<file path="config.mk">
export PLATFORM = sky130hd
export DESIGN_NAME = color_quantizer
export DESIGN_NICKNAME = d
export VERILOG_FILES = /design/src/rtl/color_pkg.sv /design/src/rtl/quant_channel.sv /design/src/rtl/color_quantizer.sv
export SDC_FILE = /design/constraint.sdc
export NUM_CORES = 1
export LEC_CHECK = 0
export ABC_AREA = 1
export ABC_CLOCK_PERIOD_IN_PS = 5700
export BUFFER_PORTS_ARGS = -buffer_cell sky130_fd_sc_hd__clkbuf_2
export CORE_UTILIZATION = 61
export CTS_CLUSTER_DIAMETER = 40
export DETAILED_ROUTE_END_ITERATION = 6
export PLACE_DENSITY = 0.8
export SETUP_SLACK_MARGIN = 0.1
export SLEW_MARGIN = 20
export SYNTH_ARGS = -nofsm -noshare
export SYNTH_HDL_FRONTEND = slang
export SYNTH_SLANG_ARGS = --single-unit
</file>
<file path="constraint.sdc">
create_clock -name clk -period 5.7 [get_ports clk]
set_input_delay 0.57 -clock clk [delete_from_list [all_inputs] [get_ports clk]]
set_output_delay 0.57 -clock clk [all_outputs]
set_load 0.01 [all_outputs]
</file>
<file path="src/rtl/color_pkg.sv">
// Shared colour-format constants for the RGB444 <-> RGB222 scaler and quantizer.
package color_pkg;

  // A 2-bit code d expands to the 4-bit level {d,d}, i.e. d * LEVEL_STEP.
  localparam int unsigned LEVEL_STEP = 5;
  localparam int unsigned CH_IN_W    = 4;
  localparam int unsigned CH_OUT_W   = 2;
  localparam int unsigned ERR_W      = 3;
  localparam int unsigned SUM_W      = 6;
  localparam int unsigned CH_IN_MAX  = (1 << CH_IN_W) - 1;

  localparam int unsigned RGB444_W   = 3 * CH_IN_W;
  localparam int unsigned RGB222_W   = 3 * CH_OUT_W;

  // Field offsets within the packed pixel words.
  localparam int unsigned R444_LSB   = 2 * CH_IN_W;
  localparam int unsigned G444_LSB   = CH_IN_W;
  localparam int unsigned B444_LSB   = 0;
  localparam int unsigned R222_LSB   = 2 * CH_OUT_W;
  localparam int unsigned G222_LSB   = CH_OUT_W;
  localparam int unsigned B222_LSB   = 0;

endpackage

</file>
<file path="src/rtl/quant_channel.sv">
// One colour channel: add diffused error, clamp, pick nearest level, report residual.
module quant_channel
  import color_pkg::*;
(
  input  logic [CH_IN_W-1:0]      i_v,
  input  logic signed [ERR_W-1:0] i_e,
  output logic [CH_OUT_W-1:0]     o_q_c,
  output logic signed [ERR_W-1:0] o_r_c
);

  logic signed [SUM_W-1:0] w_s;
  logic [CH_IN_W-1:0]      w_sc;
  logic [SUM_W-1:0]        w_t;
  logic [SUM_W-1:0]        w_lvl;

  // Error-adjusted sample; the error is sign-extended, the input is not.
  assign w_s = $signed(SUM_W'(i_v)) + SUM_W'(i_e);

  // Saturate the adjusted sample back into the 4-bit input range.
  always_comb begin
    w_sc = CH_IN_W'(w_s);
    if (w_s[SUM_W-1]) begin
      w_sc = '0;
    end else if (w_s > $signed(SUM_W'(CH_IN_MAX))) begin
      w_sc = CH_IN_W'(CH_IN_MAX);
    end
  end

  // Biasing by half a step before the divide rounds to the nearest level.
  assign w_t   = SUM_W'(w_sc) + SUM_W'(LEVEL_STEP / 2);
  assign o_q_c = CH_OUT_W'(w_t / SUM_W'(LEVEL_STEP));
  assign w_lvl = SUM_W'(o_q_c) * SUM_W'(LEVEL_STEP);
  assign o_r_c = ERR_W'(SUM_W'(w_sc) - w_lvl);

endmodule

</file>
<file path="src/rtl/color_quantizer.sv">
// RGB444 -> RGB222 quantizer with optional per-line 1-D error diffusion.
module color_quantizer
  import color_pkg::*;
#(
  parameter bit DITHER_DEFAULT = 1'b1
) (
  input  logic                clk,
  input  logic                reset,
  input  logic                dither_en,
  input  logic                in_valid,
  output logic                in_ready,
  input  logic [RGB444_W-1:0] in_data,
  input  logic                in_sol,
  output logic                out_valid,
  input  logic                out_ready,
  output logic [RGB222_W-1:0] out_data,
  output logic                out_sol
);

  logic                    r_out_valid;
  logic [RGB222_W-1:0]     r_out_data;
  logic                    r_out_sol;
  logic signed [ERR_W-1:0] r_err_r;
  logic signed [ERR_W-1:0] r_err_g;
  logic signed [ERR_W-1:0] r_err_b;

  logic                    w_accept;
  logic                    w_dither;
  logic [RGB222_W-1:0]     w_q;
  logic [CH_OUT_W-1:0]     w_q_r, w_q_g, w_q_b;
  logic signed [ERR_W-1:0] w_r_r, w_r_g, w_r_b;
  logic signed [ERR_W-1:0] w_e_r, w_e_g, w_e_b;

  // DITHER_DEFAULT only records integration intent; the port is authoritative.
  if (DITHER_DEFAULT) begin : g_dither_default_on
    assign w_dither = dither_en;
  end else begin : g_dither_default_off
    assign w_dither = dither_en;
  end

  assign in_ready  = !r_out_valid || out_ready;
  assign w_accept  = in_valid && in_ready;
  assign out_valid = r_out_valid;
  assign out_data  = r_out_data;
  assign out_sol   = r_out_sol;

  // Start of line discards carried error so it never crosses lines.
  assign w_e_r = in_sol ? '0 : r_err_r;
  assign w_e_g = in_sol ? '0 : r_err_g;
  assign w_e_b = in_sol ? '0 : r_err_b;

  quant_channel u_ch_r (
    .i_v   (in_data[R444_LSB +: CH_IN_W]),
    .i_e   (w_e_r),
    .o_q_c (w_q_r),
    .o_r_c (w_r_r)
  );

  quant_channel u_ch_g (
    .i_v   (in_data[G444_LSB +: CH_IN_W]),
    .i_e   (w_e_g),
    .o_q_c (w_q_g),
    .o_r_c (w_r_g)
  );

  quant_channel u_ch_b (
    .i_v   (in_data[B444_LSB +: CH_IN_W]),
    .i_e   (w_e_b),
    .o_q_c (w_q_b),
    .o_r_c (w_r_b)
  );

  assign w_q[R222_LSB +: CH_OUT_W] = w_q_r;
  assign w_q[G222_LSB +: CH_OUT_W] = w_q_g;
  assign w_q[B222_LSB +: CH_OUT_W] = w_q_b;

  // Output slot and error registers; both advance only on an accepted beat.
  always_ff @(posedge clk) begin
    if (reset) begin
      r_out_valid <= 1'b0;
      r_out_data  <= '0;
      r_out_sol   <= 1'b0;
      r_err_r     <= '0;
      r_err_g     <= '0;
      r_err_b     <= '0;
    end else if (w_accept) begin
      r_out_valid <= 1'b1;
      r_out_data  <= w_q;
      r_out_sol   <= in_sol;
      r_err_r     <= w_dither ? w_r_r : '0;
      r_err_g     <= w_dither ? w_r_g : '0;
      r_err_b     <= w_dither ? w_r_b : '0;
    end else if (out_ready) begin
      r_out_valid <= 1'b0;
    end
  end

endmodule

</file>
==> flow_summary.yaml <==
yosys:
  synth-compound-area-share_pct: 11.8
  ys_types: 44
  synth_xor_area_share_pct: 3.70
  avgSynthCellArea_um2: 6.71
  yosysWarnings: 0
  synth_fp_nets: 440
  synth_mux_area_share_pct: 0
  ys_seq_elements: 17
  ys.flop_type: "dfxtp_1"
  synth-adder-area-share_pct: 18.1
  async_reset_ff_share_pct: 0
  synth_top_family_by_area: "simple AND/OR/NAND/NOR gates"
  ys_seq_area_share_pct: 13.1
  synth-simple-area-share_pct: 41.5
  synthCells: 388
  synth_edf_count: 0
  netlist_area_um2: 2600
clocking:
  clock_sinks: 17
  cts_max_level: 1
  tritoncts: "done"
  numCtsBuffers: 3
  ctsResizeCount: 0
  cts_hold_buf: 0
  cts_root_buf: "clkbuf_8"
  clk_pin_slew_ns: 0.07
  insertion_delay_ns: 0.25
  clock_path_buffers: 2
  post-cts-setup-buffers: 0
critical_path:
  critPathRequiredTime_ns: 5.89
  reg2reg_to: "r_err_g[2]"
  r2r_slack_ns: 0.67
  cp.arrival_ns: 5.38
  reg2reg_from: "r_err_g[0]"
  crit_fanout: 5
  reg2reg_depth: 30
  cp-start-kind: "input pin"
  slowest_stage: "fa_1"
  endpoint_kind: "register"
  crit_type: "in2reg"
  critPathMaxStageDelay_ns: 0.42
  crit_top_cell: "inv_1"
place:
  port_buffers: 26
  dp_worst_setup_slack_ns: 0.164
  hpwl_mm: 4.29
  gp_congestion: 0.794
grt:
  grtUsageTotal_pct: 23.8
  grt_pass1_wl_mm: 8.48
  grt_pass1_vias: 2194
  antenna_found_initial: 0
  grt_start_max_net_pins: 17
  grt.overflow.total: 0
sta:
  final.setup.worst_slack_ns: 0.516
  fin_skew_ns: 0.00529
  drv_slew: 0
  period_share_pct: 91.0
  clock.fmax_mhz: 193
  rsz0062_at_grt: "false"
  post-route-min-period_ns: 5.18
  maxSlewHeadroom_pct: 70.9
  worst_pin_slew_ns: 0.436
  timing.setup.tns_ns: 0
  finalHoldViolCount: 0
  setup_viol: 0
power_and_ir_drop:
  leakage_nw: 1.59
  power_mw: 1.60
  ir_worst_vdd_mv: 0.375
  p_per_area_nw_per_um2: 557
floorplan:
  core_um2: 4060
  die_y_um: 67.4
  dieArea_um2: 4540
  fp-row-count: 23
  initial_utilization_pct: 64.2
  die_width_um: 67.4
  io_pins: 27
finish:
  nFillCells: 375
  drive_gt1_share_pct: 25.5
  finalNetCount: 469
  final-seq-area_um2: 340
  syn2layout_area_growth_pct: 9.89
  multi_input_area_um2: 1980
  diodes: 0
min_path:
  hold_depth: 2
  hold_end: "r_err_g[1]"
  hp-class: "reg2reg"
  min_from: "r_err_g[1]"
drt:
  drtIter0Drc: 64
  wl_per_cell_um: 11.0
  firstDrtPassIters: 4
  routed_via_density: 5.06
  drcViolationCount: 0
  postRouteAntennaNets: 0
  num_vias: 2357
  routed_wl_mm: 5.11
outcome:
  outcome: "complete, no violations"
run:
  max_cap_violations: 0
[logic make-up after synthesis]
group           count (synthesis)
xor+xnor                        8
fa+ha+maj                      34
simple gates                  211
buf+inv                        78
flops                          17
compound gates                 40
[area by class of cell]
class / count / area share (%)
multi-input combinational: 293 / 69.2
sequential: 17 / 11.9
inverter: 75 / 10.2
timing repair buffer: 27 / 4.94
tap: 50 / 2.19
clock buffer: 3 / 1.44
clock inverter: 1 / 0.175
[metal layers]
metal / global-route usage (%) / wire length, um / vias to the layer above
met5: 0 / 0 / -
met2: 46.1 / 2560 / 30
li1: - / - / 1266
met4: 5.59 / 35 / 0
met3: 3.72 / 123 / 6
met1: 26.6 / 2390 / 1055
[synthesized netlist by cell type (2+ instances only)]
cell	n	area [um^2]
o22ai_1	4	25.0
nand2_4	3	33.8
nand3_2	7	70.1
nor2_2	9	56.3
fa_1	6	120
a31oi_1	2	12.5
inv_1	70	263
o31ai_1	2	15.0
nand2_1	98	368
nand3_1	33	165
a21oi_1	8	40.0
inv_2	3	11.3
nand2_2	25	156
a21boi_4	2	37.5
ha_1	28	350
nor2_4	3	33.8
a21oi_2	4	35.0
o21ai_0	8	40.0
xor2_1	2	17.5
nor2_1	21	78.8
nand3b_1	5	37.5
xnor2_1	4	35.0
o211ai_1	2	15.0
o21ai_1	3	15.0
dfxtp_1	17	340
[per-stage QoR]
| stage | hold slack, ns | std cells | utilization (%) | instance area (um^2) |
|---|---|---|---|---|
| 3_3_place_gp | 0.453 | 462 | 68.7 | 2790 |
| 4_1_cts | 0.470 | 466 | 69.8 | 2830 |
| 5_1_grt | 0.485 | 466 | 70.6 | 2860 |
| 2_1_floorplan | 0.445 | 388 | - | 2610 |
| 6_report | 0.468 | 466 | 70.6 | 2860 |
| 3_5_place_dp | 0.460 | 462 | 68.7 | 2790 |
[cell usage in the layout (no fill, tap or decap), types with 2 or more instances in the layout]
cell,synthesis,routed
inv_2,3,3
xnor2_1,4,3
inv_1,70,70
nand3b_1,5,5
nand2_4,3,3
o22ai_1,4,4
nand3_2,7,7
a21oi_2,4,4
o211ai_1,2,2
o21ai_1,3,3
nor2_4,3,3
fa_1,6,5
nor2_1,21,21
ha_1,28,28
nand3_1,33,33
nand2_2,25,26
clkbuf_8,0,3
a21oi_1,8,8
o21ai_0,8,8
a31oi_1,2,2
nor2_2,9,9
xor2_1,2,2
clkbuf_2,0,26
a21boi_4,2,2
nand2_1,98,97
dfxtp_1,17,17
[flip-flops by register name, summed over array words and instances, names as in the netlist]
| register | flops |
|---|---|
| out_valid | 1 |
| r_err_g | 3 |
| r_err_b | 3 |
| r_err_r | 3 |
| out_sol | 1 |
| out_data | 6 |
[worst max-delay path by stage]
stage | end | cells after the start | start | slack [ns]
floorplan | r_err_g[2] | 31 | in_sol | 0.74
global placement | r_err_r[2] | 35 | in_sol | 0.32
detailed placement | r_err_r[2] | 33 | in_sol | 0.16
CTS | r_err_r[2] | 33 | in_sol | 0.40
global route | r_err_r[2] | 35 | in_sol | 0.13
finish | r_err_g[2] | 30 | in_sol | 0.52
[critical path, delay by kind of cell]
| kind | cells | cell delay (ns) |
|---|---|---|
| and+or+nand+nor | 12 | 1.29 |
| adders and majority gates | 7 | 1.93 |
| xor gates and xnor gates | 1 | 0.25 |
| AOI/OAI and AO/OA | 3 | 0.69 |
| buffers and inverters | 7 | 0.67 |
[where the power goes]
part / total [mW] / internal, mW / leakage, nW / switching, mW
Clock: 0.0906 / 0.0485 / 0.0255 / 0.0420
Sequential: 0.175 / 0.156 / 0.140 / 0.0199
Combinational: 1.33 / 0.513 / 1.42 / 0.816
No activity file was read; power rests on OpenSTA's default activity.
